## src/rtl/fetch_unit.sv

```systemverilog
// fetch_unit: fetches the instruction at pc into a DEPTH-entry {pc,instr} FIFO; optional perf counters under FETCH_PERF_EN.
// Latency 2 cycles per instruction on zero-wait memory (req, ack); fetch stalls while the FIFO is full, pops on instr_valid & instr_ready.
module fetch_unit #(
  parameter int          DEPTH      = 4,
  parameter logic [15:0] IMEM_LIMIT = 16'h2000
) (
  input  logic        clk,
  input  logic        rst,
  input  logic [15:0] pc,
  output logic [15:0] pc_next,
  output logic        pc_en,
  output logic        imem_req,
  output logic [15:0] imem_addr,
  input  logic        imem_ack,
  input  logic [15:0] imem_rdata,
  input  logic        imem_err,
  output logic [15:0] instr,
  output logic [15:0] instr_pc,
  output logic        instr_valid,
  input  logic        instr_ready,
  input  logic        redirect_valid,
  input  logic [15:0] redirect_pc,
  output logic [1:0]  fault_code,
  output logic [15:0] fault_epc,
  output logic [15:0] perf_fetch_cnt,
  output logic [15:0] perf_stall_cnt
);

  localparam int AW = $clog2(DEPTH);
  localparam logic [AW:0]   FULL    = (AW+1)'(DEPTH);
  localparam logic [AW:0]   CNT_ONE = (AW+1)'(1);
  localparam logic [AW-1:0] PTR_ONE = AW'(1);

  typedef enum logic [1:0] {S_IDLE, S_WAIT, S_DISCARD, S_FAULT} state_t;

  typedef struct packed {
    logic [15:0] pc;
    logic [15:0] instr;
  } entry_t;

  state_t        state, state_nxt;
  logic [1:0]    code_nxt;
  logic [15:0]   epc_nxt;
  logic          push, pop, flush;
  logic [AW:0]   count;
  logic [AW-1:0] rd_ptr, wr_ptr;
  entry_t        mem [DEPTH];

  always_ff @(posedge clk or negedge rst) begin
    if (!rst) state <= S_IDLE;
    else      state <= state_nxt;
  end

  // A redirect in IDLE suppresses both the fault check and the request for that cycle.
  always_comb begin
    state_nxt = state;
    code_nxt  = 2'b00;
    epc_nxt   = pc;
    case (state)
      S_IDLE: if (!redirect_valid) begin
        if (pc[0]) begin
          state_nxt = S_FAULT;
          code_nxt  = 2'b01;
        end else if (pc >= IMEM_LIMIT) begin
          state_nxt = S_FAULT;
          code_nxt  = 2'b10;
        end else if (count != FULL) begin
          state_nxt = S_WAIT;
        end
      end
      S_WAIT: if (redirect_valid) begin
        state_nxt = imem_ack ? S_IDLE : S_DISCARD;
      end else if (imem_ack) begin
        if (imem_err) begin
          state_nxt = S_FAULT;
          code_nxt  = 2'b11;
          epc_nxt   = imem_addr;
        end else begin
          state_nxt = S_IDLE;
        end
      end
      S_DISCARD: if (imem_ack) state_nxt = S_IDLE;
      default:   state_nxt = S_IDLE;
    endcase
  end

  always_comb begin
    pc_en    = (state != S_FAULT);
    imem_req = (state == S_WAIT) || (state == S_DISCARD);
    pc_next  = pc;
    push     = 1'b0;
    flush    = 1'b0;
    if (state == S_FAULT) begin
      flush = 1'b1;
    end else if (redirect_valid) begin
      pc_next = redirect_pc;
      flush   = 1'b1;
    end else if (state == S_WAIT && imem_ack && !imem_err) begin
      push    = 1'b1;
      pc_next = imem_addr + 16'd2;
    end
  end

  always_ff @(posedge clk or negedge rst) begin
    if (!rst) begin
      imem_addr  <= '0;
      fault_code <= 2'b00;
      fault_epc  <= '0;
    end else begin
      if (state == S_IDLE && state_nxt == S_WAIT) imem_addr <= pc;
      if (state != S_FAULT && state_nxt == S_FAULT) begin
        fault_code <= code_nxt;
        fault_epc  <= epc_nxt;
      end
    end
  end

  assign instr_valid = (count != '0);
  assign pop         = instr_valid && instr_ready;
  assign instr       = instr_valid ? mem[rd_ptr].instr : 16'h0;
  assign instr_pc    = instr_valid ? mem[rd_ptr].pc    : 16'h0;

  always_ff @(posedge clk or negedge rst) begin
    if (!rst) begin
      count  <= '0;
      rd_ptr <= '0;
      wr_ptr <= '0;
    end else if (flush) begin
      count  <= '0;
      rd_ptr <= '0;
      wr_ptr <= '0;
    end else begin
      if (push) wr_ptr <= wr_ptr + PTR_ONE;
      if (pop)  rd_ptr <= rd_ptr + PTR_ONE;
      case ({push, pop})
        2'b10:   count <= count + CNT_ONE;
        2'b01:   count <= count - CNT_ONE;
        default: count <= count;
      endcase
    end
  end

  // Payload storage needs no reset; validity is tracked by count.
  always_ff @(posedge clk) begin
    if (push) mem[wr_ptr] <= '{pc: imem_addr, instr: imem_rdata};
  end

`ifdef FETCH_PERF_EN
  logic        stall;
  logic [15:0] fetch_cnt, stall_cnt;

  assign stall = (state == S_IDLE) && !redirect_valid && !pc[0] &&
                 (pc < IMEM_LIMIT) && (count == FULL);

  always_ff @(posedge clk or negedge rst) begin
    if (!rst) begin
      fetch_cnt <= '0;
      stall_cnt <= '0;
    end else begin
      if (push  && fetch_cnt != 16'hFFFF) fetch_cnt <= fetch_cnt + 16'd1;
      if (stall && stall_cnt != 16'hFFFF) stall_cnt <= stall_cnt + 16'd1;
    end
  end

  assign perf_fetch_cnt = fetch_cnt;
  assign perf_stall_cnt = stall_cnt;
`else
  assign perf_fetch_cnt = 16'h0;
  assign perf_stall_cnt = 16'h0;
`endif

endmodule
```

## config.mk

```make
export PLATFORM = sky130hd
export DESIGN_NAME = fetch_unit
export DESIGN_NICKNAME = d
export VERILOG_FILES = /design/src/rtl/fetch_unit.sv
export SDC_FILE = /design/constraint.sdc
export NUM_CORES = 1
export LEC_CHECK = 0
export ABC_AREA = 1
export CORE_ASPECT_RATIO = 0.7
export CORE_MARGIN = 4
export CORE_UTILIZATION = 25
export CTS_CLUSTER_DIAMETER = 40
export CTS_CLUSTER_SIZE = 28
export DETAILED_ROUTE_END_ITERATION = 10
export MAX_ROUTING_LAYER = met4
export PLACE_DENSITY = 0.55
export REMOVE_ABC_BUFFERS = 1
export SLEW_MARGIN = 20
export SYNTH_ARGS = -nofsm -noshare
export SYNTH_HDL_FRONTEND = slang
export SYNTH_SLANG_ARGS = --single-unit
```

## constraint.sdc

```tcl
create_clock -name clk -period 2.95 [get_ports clk]
set_input_delay 0.885 -clock clk [delete_from_list [all_inputs] [get_ports clk]]
set_output_delay 0.885 -clock clk [all_outputs]
set_load 0.05 [all_outputs]
```

==> results.ini, run 1 <==
[timing]
clock_skew_ns=0.01428
rsz0062_at_grt=true
drv_slew=0
max_freq_mhz=323.6
setup_slack_ns=-0.1403
finalHoldViolations=0
hold_ws_ns=0.3800
timing.final.crit_share_pct=104.8
worst_pin_slew_ns=0.5325
min_period_ns=3.090
slew_headroom_pct=64.39
setup_viol=14

[placement]
placed_area_mm2=0.01086
gp_congestion=0.8755
io_buffer_count=138
hpwl_um=17300

[final_layout]
fill_cells=3087
area_growth_pct=48.30
diodes=0
drive_gt1_share_pct=24.47
fin_nets=1094
finalInstanceArea_mm2=0.01199

[synth]
postSynthAreaPerCell_um2=9.857
ys_top_cells_by_count=nor2_1, nand2_1, edfxtp_1
netlist.area_leader.share_pct=47.55
seq_area_frac_synth_pct=60.87
synth_cell_types=35
synth.yosys.warnings=0
netlist_area_mm2=0.008083
yosys.area.top_type=edfxtp_1
synthFlopType=edfxtp_1
ys_ff_latch=171
synth_area_leaders=edfxtp_1, dfrtp_1, nor2_1
synth_edf_count=128
async_flop_share_pct=25.15
syn_inst=820
yosysMostFrequentCell=nor2_1

[clock_tree]
cts_num_sinks=171
cts_tree=yes
cts_max_level=4
insertion_delay_ns=0.44
cts.path.max_buffers=2
holdBufCountCts=0
clk_pin_slew_ns=0.07
cts-buffers-inserted=17
root_buffer=clkbuf_16

[drt]
vias_per_cell=4.444
drtIter0Drc=300
ant_nets=0
dr_total_vias=6497
drc=0
routed_wl_um=24630
wl_per_cell_um=16.85
drtPass1Iterations=4

[worst_setup_path]
r2r-start=state[1]$_DFF_PN0_
crit_required_ns=2.07
crit_type=in -> out
start_kind=input port
reg2reg_depth=11
crit_path_end_kind=output port
r2r-end=count[2]$_DFFE_PN0P_
r2r_setup_slack_ns=0.80
critPathMaxFanout=6
cp_data_arrival_time_ns=2.21

[floorplanning]
rows=54
die_x_um=222.9
pin_count=171
core_area_mm2=0.03149
dieHeight_um=158.4
start_util_pct=25.67
dieArea_mm2=0.03532

[global_routing]
grt_usage_pct=14.08
antenna_found_initial=0
grt_max_degree=38
first_global_vias=6200
grt_pass1_wl_um=36890
grt_overflow=0

[power_and_ir_drop]
power_density_mw_per_mm2=1022
ir_drop_mv=0.3924
power.leakage_nw=4.753

[min_path]
hold_path_class=in -> async

[run_status]
outcome=finished with violations
violations=setup timing

[run]
timing.max_cap.violations=0

state kept, by name (all words and copies together) (netlist names):
| name | flops |
|---|---|
| count | 3 |
| fault_code | 2 |
| fault_epc | 16 |
| imem_addr | 16 |
| mem | 128 |
| rd_ptr | 2 |
| state | 2 |
| wr_ptr | 2 |
kinds of logic after synthesis:
logic type | synth area share (%)
adder cells (fa/ha/maj) | 1.641
buffers and inverters | 7.508
AND/OR/NAND/NOR | 18.78
flip-flops | 60.87
AO/OA/AOI/OAI | 10.29
other | 0.04640
XOR/XNOR | 0.8669
layout make-up:
class	count	area (um^2)	area share (%)
Sequential cell	171	4922	41.06
Multi-Input combinational cell	560	3012	25.13
Clock buffer	18	429.2	3.580
Clock inverter	13	151.4	1.263
Timing Repair Buffer	235	2768	23.09
Tap cell	420	525.5	4.384
Inverter	45	178.9	1.493
where the power goes:
group          switching (mW)  internal (mW)  leakage (nW)
Sequential              0.187           2.97          1.71
Clock                   0.938           1.32         0.271
Combinational            4.25           2.58          2.78
Total                    5.38           6.87          4.75
worst max-delay path by stage:
| stage | from | end | cells past startpoint |
|---|---|---|---|
| 2_1_floorplan | state[0]$_DFF_PN0_ | pc_next[8] | 5 |
| 3_3_place_gp | imem_ack | pc_next[8] | 9 |
| 3_5_place_dp | imem_ack | pc_next[8] | 9 |
| 4_1_cts | state[1]$_DFF_PN0_ | pc_next[15] | 10 |
| 5_1_grt | state[1]$_DFF_PN0_ | pc_next[5] | 9 |
| 6_report | redirect_valid | pc_next[5] | 9 |
repair_timing:
item	4_1_cts	5_1_grt
buffers inserted	6	12
pin swaps	13	18
gates resized for setup	64	50
gates cloned	2	0
endpoints found under the setup margin	17	43
layer usage:
metal | track usage, % | vias to the layer above | part of all wire (%)
met5 | - | - | 0
met4 | 3.285 | 0 | 0.98
met3 | 3.281 | 16 | 5.0
met2 | 21.15 | 134 | 46
met1 | 19.51 | 3186 | 48
li1 | - | 3161 | -
metrics by stage:
step	utilization (%)	setup slack, ns	total power [mW]	TNS, ns	instances
2_1_floorplan	-	-1.070	6.592	-66.06	776
3_3_place_gp	34.51	-0.4931	9.653	-6.526	1412
3_5_place_dp	34.51	-0.5338	9.680	-6.763	1412
4_1_cts	37.13	-0.1242	12.12	-1.222	1451
5_1_grt	38.07	-0.2077	12.87	-2.647	1462
6_report	38.07	-0.1403	12.25	-0.7599	1462
worst max-delay path: stages:
cell,delay [ns]
clkdlybuf4s15_2,0.24
buf_4,0.18
inv_6,0.05
nor2_4,0.04
buf_12,0.12
buf_4,0.16
a22oi_1,0.25
nand2_2,0.10
buf_12,0.16
layout by cell type (no fill, tap or decap), types with 35 or more instances in the layout:
master           count
a21oi_1             36
buf_12              56
buf_4               73
clkdlybuf4s50_1     83
dfrtp_1             41
edfxtp_1           128
inv_1               37
nand2_1            131
nand4_1             35
nor2_1             141
o21ai_0             84
No activity file was read; power rests on OpenSTA's default activity.
==> inputs of run 2 (changes only) <==
--- a/config.mk
+++ b/config.mk
@@ -6,14 +6,15 @@
 export NUM_CORES = 1
 export LEC_CHECK = 0
 export ABC_AREA = 1
+export ABC_CLOCK_PERIOD_IN_PS = 2990
 export CORE_ASPECT_RATIO = 0.7
 export CORE_MARGIN = 4
-export CORE_UTILIZATION = 25
+export CORE_UTILIZATION = 51
 export CTS_CLUSTER_DIAMETER = 40
 export CTS_CLUSTER_SIZE = 28
 export DETAILED_ROUTE_END_ITERATION = 10
 export MAX_ROUTING_LAYER = met4
-export PLACE_DENSITY = 0.55
+export PLACE_DENSITY = 0.88
 export REMOVE_ABC_BUFFERS = 1
 export SLEW_MARGIN = 20
 export SYNTH_ARGS = -nofsm -noshare
==> constraint.sdc (replaced) <==
create_clock -name clk -period 2.99 [get_ports clk]
set_input_delay 0.897 -clock clk [delete_from_list [all_inputs] [get_ports clk]]
set_output_delay 0.897 -clock clk [all_outputs]
set_load 0.05 [all_outputs]
==> run 2 against run 1 <==
Compared with the run above:
- the flow still finishes with violations (setup timing)
- count of clock-buffer cells in the layout is 4 higher
- sequential share of layout area rose by 1.7 points
- non-clock buffer count down 7
- global-route usage grew 12 points
- die area decreased by 49%
- final area is 3.9% lower
- utilization is 36 points higher
- flip-flop and latch count unchanged
- hold slack better by 0.096 ns
- combinational power down 3.4%
- largest power group unchanged
==> results.ini, run 2 (synthesized netlist as in run 1, its figures left out) <==
[worst_setup_path]
crit_path_end_kind=output port  ; unchanged
critPathMaxFanout=5  ; was 6
crit_type=reg -> out  ; was in -> out
crit_required_ns=2.09  ; was 2.07 ns
cp_data_arrival_time_ns=2.29  ; was 2.21 ns
start_kind=flop  ; was input port

[global_routing]
first_global_vias=6609  ; was 6200
grt_overflow=0  ; unchanged
grt_usage_pct=25.99  ; was 14.08%
grt_max_degree=52  ; was 38
grt_pass1_wl_um=35200  ; was 36890 um
antenna_found_initial=0  ; unchanged

[final_layout]
finalInstanceArea_mm2=0.01151  ; was 0.01199 mm^2
diodes=0  ; unchanged
largest_reg_flops=128  ; unchanged
drive_gt1_share_pct=23.65  ; was 24.47%
largestRegisters=mem (128), fault_epc (16), imem_addr (16)  ; unchanged
area_growth_pct=42.45  ; was 48.30%
final_cells=1236  ; was 1462
final_common_cell=nor2_1  ; unchanged
largest-register=mem  ; unchanged
final_util_pct=74.28  ; was 38.07%
fin_nets=1087  ; was 1094
layout_common_cells=nor2_1, nand2_1, edfxtp_1  ; unchanged

[timing]
setup_viol=15  ; was 14
max_freq_mhz=314.1
slew_headroom_pct=58.80  ; was 64.39%
worst_pin_slew_ns=0.6180  ; was 0.5325 ns
timing.final.crit_share_pct=106.5
finalHoldViolations=0  ; unchanged
clock_skew_ns=0.007815  ; was 0.01428 ns
rsz0062_at_grt=true  ; unchanged
setup_slack_ns=-0.1941  ; was -0.1403 ns
drv_slew=0  ; unchanged
min_period_ns=3.184

[drt]
wl_per_cell_um=19.94  ; was 16.85 um
drc=0  ; unchanged
dr_total_vias=7132  ; was 6497
vias_per_cell=5.770  ; was 4.444
ant_nets=0  ; unchanged
drtIter0Drc=781  ; was 300
drtPass1Iterations=7  ; was 4
routed_wl_um=24650  ; was 24630 um

[placement]
io_buffer_count=138  ; unchanged
numPlacedInstances=1187  ; was 1412
placed_area_mm2=0.01057  ; was 0.01086 mm^2
hpwl_um=15370  ; was 17300 um
gp_congestion=0.9266  ; was 0.8755

[power_and_ir_drop]
power_density_mw_per_mm2=1028  ; was 1022 mW/mm^2
ir_drop_mv=0.6767  ; was 0.3924 mV
p_int_mw=6.473  ; was 6.871 mW
power.leakage_nw=4.692  ; was 4.753 nW
switching_power_mw=5.361  ; was 5.376 mW
swShare_pct=45.30  ; was 43.90%
clockPowerShare_pct=17.4  ; was 18.4%
pwr-share-seq_pct=26.9  ; was 25.8%
combPwrFrac_pct=55.8  ; about the same

[floorplanning]
die_x_um=158.5  ; was 222.9 um
pin_count=171  ; unchanged
rows=38  ; was 54
dieArea_mm2=0.01796  ; was 0.03532 mm^2
start_util_pct=52.15  ; was 25.67%
dieHeight_um=113.3  ; was 158.4 um
core_area_mm2=0.01550  ; was 0.03149 mm^2

[clock_tree]
cts_tree=yes  ; unchanged
holdBufCountCts=0  ; unchanged
root_buffer=clkbuf_16  ; unchanged
cts_max_level=4  ; unchanged
cts.path.max_buffers=2  ; unchanged
cts-buffers-inserted=17  ; unchanged
cts_num_sinks=171  ; unchanged
clk_pin_slew_ns=0.07  ; about the same
insertion_delay_ns=0.43  ; was 0.44 ns

[run]
timing.max_cap.violations=0  ; unchanged

[min_path]
hold_path_class=in -> async  ; unchanged

[run_status]
violations=setup timing  ; unchanged
outcome=finished with violations  ; unchanged

==> run 2: cell count changes in the layout (fill, tap and decap cells not counted), moves of 4 or more <==
cell,previous run,this run
buf_6,17,7
buf_4,73,77
dfrtp_1,41,37
dfrtp_2,2,6
==> run 2: stage by stage <==
step	worst slack [ns]	hold slack, ns	total power, mW	setup TNS (ns)
6_report	-0.1941	0.4757	11.83	-1.187
5_1_grt	-0.1962	0.4972	12.28	-1.561
4_1_cts	-0.07899	0.4741	11.61	-0.5698
3_5_place_dp	-0.5095	0.4571	9.421	-6.949
3_3_place_gp	-0.4366	0.4560	9.313	-5.870
2_1_floorplan	-1.042	0.5522	6.504	-61.14
==> run 2: what timing repair did <==
action | CTS | global route
pin swaps | 11 | 19
gates resized for setup | 51 | 45
endpoints found under the setup margin | 29 | 36
buffers inserted | 8 | 9
==> run 2: area by class of cell <==
| cell class | instances | area, um^2 |
|---|---|---|
| Inverter | 45 | 178.9 |
| Tap cell | 200 | 250.2 |
| Sequential cell | 171 | 4927 |
| Clock buffer | 22 | 464.2 |
| Fill cell | 937 | 3986 |
| Multi-Input combinational cell | 560 | 2953 |
| Clock inverter | 10 | 81.33 |
| Timing Repair Buffer | 228 | 2659 |
==> run 2: power by group through the flow <==
| stage | clock network [mW] | logic (mW) | registers, mW |
|---|---|---|---|
| 2_1_floorplan | 0 | 2.53 | 3.98 |
| 3_3_place_gp | 0 | 6.13 | 3.18 |
| 3_5_place_dp | 0 | 6.23 | 3.19 |
| 4_1_cts | 2.07 | 6.38 | 3.16 |
| 5_1_grt | 2.17 | 6.91 | 3.20 |
| 6_report | 2.06 | 6.60 | 3.18 |
==> run 2: critical path, stage by stage (launching register included) <==
cell	delay (ns)
dfrtp_1	0.40
buf_4	0.16
ha_1	0.26
nor2_2	0.18
nand2_2	0.13
buf_6	0.19
a31oi_4	0.19
nand2_2	0.12
nand2_4	0.10
buf_12	0.14
==> run 2: worst paths after layout <==
path / start / to / cells after the start / slack (ns)
max: state[1]$_DFF_PN0_ / pc_next[14] / 9 / -0.19
min: rst / imem_addr[15]$_DFFE_PN0P_ / 1 / 0.48
max reg2reg: state[1]$_DFF_PN0_ / count[2]$_DFFE_PN0P_ / 13 / 0.51
min reg2reg: fault_epc[4]$_DFFE_PN0P_ / fault_epc[4]$_DFFE_PN0P_ / 2 / 0.48
max in group asynchronous: rst / imem_addr[4]$_DFFE_PN0P_ / 2 / 1.74
min in group clk: fault_epc[4]$_DFFE_PN0P_ / fault_epc[4]$_DFFE_PN0P_ / 2 / 0.48
==> run 2: layer usage <==
metal / routed length [um] / vias to the layer above / part of all wire, % / global-route usage (%)
met3: 2358 / 91 / 9.6 / 4.778
li1: - / 3150 / - / -
met1: 9377 / 3409 / 38 / 35.84
met2: 12100 / 482 / 49 / 41.04
met5: 0 / - / 0 / -
met4: 817 / 0 / 3.3 / 5.284
==> inputs of run 3 (changes only) <==
--- a/config.mk
+++ b/config.mk
@@ -16,7 +16,8 @@
 export MAX_ROUTING_LAYER = met4
 export PLACE_DENSITY = 0.88
 export REMOVE_ABC_BUFFERS = 1
-export SLEW_MARGIN = 20
+export SKIP_CTS_REPAIR_TIMING = 1
+export SLEW_MARGIN = 15
 export SYNTH_ARGS = -nofsm -noshare
 export SYNTH_HDL_FRONTEND = slang
 export SYNTH_SLANG_ARGS = --single-unit
==> run 3 against run 2 <==
Compared with the run above:
- the flow still finishes with violations (setup timing)
- utilization shrank 0.31 points
- maximum frequency decreased by 1.9%
- via count decreased by 1.3%
- die area is the same
- sequential power is essentially flat
- cell count shrank 0.40%
- final area shrank 0.41%
- clock skew is 0.0020 ns higher
- hold slack improved by 0.0026 ns
- critical path type unchanged
- register-to-register slack improved by 0.03 ns
- non-clock buffer count decreased by 5
- largest power group unchanged
- critical path depth did not move
==> results.ini, run 3 (synthesized netlist as in run 1, its figures left out) <==
[drt]
drtPass1Iterations=7  ; unchanged
routed_wl_um=24170  ; was 24650 um
vias_per_cell=5.718  ; was 5.770
drtIter0Drc=771  ; was 781
dr_total_vias=7039  ; was 7132
drc=0  ; unchanged
ant_nets=0  ; unchanged
wl_per_cell_um=19.64  ; was 19.94 um

[min_path]
hold_path_class=in -> async  ; unchanged

[power_and_ir_drop]
ir_drop_mv=0.6695  ; was 0.6767 mV
power_density_mw_per_mm2=1028  ; about the same
power.leakage_nw=4.686  ; was 4.692 nW

[final_layout]
fin_nets=1082  ; was 1087
final_common_cell=nor2_1  ; unchanged
largest_reg_flops=128  ; unchanged
layout_common_cells=nor2_1, nand2_1, edfxtp_1  ; unchanged
largest-register=mem  ; unchanged
multi_input_area_mm2=0.002925  ; was 0.002953 mm^2
largestRegisters=mem (128), fault_epc (16), imem_addr (16)  ; unchanged
register_area_mm2=0.004927  ; unchanged
diodes=0  ; unchanged
drive_gt1_share_pct=22.41  ; was 23.65%
fill_cells=948  ; was 937
area_growth_pct=41.86  ; was 42.45%
final_util_pct=73.97  ; was 74.28%

[worst_setup_path]
critPathMaxFanout=5  ; unchanged
cp_data_arrival_time_ns=2.35  ; was 2.29 ns
crit_type=reg -> out  ; unchanged
start_kind=flop  ; unchanged
crit_required_ns=2.09  ; about the same
crit_path_end_kind=output port  ; unchanged

[clock_tree]
cts_num_sinks=171  ; unchanged
cts_max_level=4  ; unchanged
cts_tree=yes  ; unchanged
cts-buffers-inserted=17  ; unchanged
insertion_delay_ns=0.42  ; was 0.43 ns
root_buffer=clkbuf_16  ; unchanged
cts.path.max_buffers=2  ; unchanged
clk_pin_slew_ns=0.07  ; about the same

[timing]
worst_pin_slew_ns=0.6110  ; was 0.6180 ns
rsz0062_at_grt=true  ; unchanged
drv_slew=0  ; unchanged
max_freq_mhz=308.1  ; was 314.1 MHz
clock_skew_ns=0.009831  ; was 0.007815 ns
slew_headroom_pct=59.26  ; was 58.80%
min_period_ns=3.246  ; was 3.184 ns
finalHoldViolations=0  ; unchanged
setup_slack_ns=-0.2558  ; was -0.1941 ns
timing.final.crit_share_pct=108.6  ; was 106.5%
hold_ws_ns=0.4782  ; was 0.4757 ns
setup_viol=15  ; unchanged

[floorplanning]
rows=38  ; unchanged
dieArea_mm2=0.01796  ; unchanged
die_x_um=158.5  ; unchanged
start_util_pct=52.15  ; unchanged
core_area_mm2=0.01550  ; unchanged
pin_count=171  ; unchanged
dieHeight_um=113.3  ; unchanged

[placement]
hpwl_um=15370  ; unchanged
dp_slack_ns=-0.5095  ; unchanged
io_buffer_count=138  ; unchanged
gp_congestion=0.9266  ; unchanged

[global_routing]
first_global_vias=6468  ; was 6609
grt_pass1_wl_um=34630  ; was 35200 um
grt_usage_pct=25.56  ; was 25.99%
grt_overflow=0  ; unchanged
grt_max_degree=52  ; unchanged
antenna_found_initial=0  ; unchanged

[run_status]
outcome=finished with violations  ; unchanged
violations=setup timing  ; unchanged

[run]
timing.max_cap.violations=0  ; unchanged

[run 3: cell types whose count changed in the layout (fill, tap and decap cells not counted), sizes merged]
cell           change
buf                -8
clkbuf             +1
clkdlybuf4s50      +1
dlymetal6s2s       +1
[run 3: layout make-up]
class	count	area share [%]
flip-flops and latches	171	42.97
clock buffers	22	4.048
clock inverters	10	0.7093
well taps	200	2.182
inverters	45	1.582
multi-input cells	560	25.51
repair buffers	223	22.99
[run 3: metrics by stage]
step | setup TNS, ns | area [um^2] | instances | power (mW)
final | -1.967 | 11470 | 1231 | 11.79
after global routing | -3.223 | 11470 | 1231 | 12.26
after CTS | -7.983 | 11110 | 1219 | 11.49
after detailed placement | -6.949 | 10570 | 1187 | 9.421
after global placement | -5.870 | 10570 | 1187 | 9.313
after floorplan | -61.14 | 7766 | 776 | 6.504
[run 3: worst paths after layout]
path	slack, ns	startpoint	cells past startpoint	to
worst min-delay path	0.48	rst	1	imem_addr[15]$_DFFE_PN0P_
max in group asynchronous	1.75	rst	2	imem_addr[4]$_DFFE_PN0P_
min in group clk	0.48	fault_epc[8]$_DFFE_PN0P_	2	fault_epc[8]$_DFFE_PN0P_
worst min register to register	0.48	fault_epc[8]$_DFFE_PN0P_	2	fault_epc[8]$_DFFE_PN0P_
worst max register to register	0.54	state[1]$_DFF_PN0_	12	count[2]$_DFFE_PN0P_
worst max-delay path	-0.26	state[1]$_DFF_PN0_	9	pc_next[10]
[run 3: metal layers]
metal	wire length, um	part of all wire [%]	track usage [%]
met1	9585	40	35.85
met2	11810	49	40.20
met3	2195	9.1	4.243
met4	582	2.4	4.830
met5	0	0	-
[run 3: worst max-delay path: stages (launching register included)]
cell and delay, ns:
dfrtp_1 0.40, buf_4 0.16, ha_1 0.27, nor2_1 0.24, nand2_2 0.15, buf_6 0.18, a21oi_2 0.13, o21ai_1 0.12
nand2_1 0.14, buf_12 0.15
[run 3: where the power goes]
group | internal, mW | switching (mW) | leakage, nW
registers | 2.94 | 0.226 | 1.70
clock network | 1.12 | 0.931 | 0.268
logic | 2.41 | 4.16 | 2.72
total | 6.47 | 5.32 | 4.69
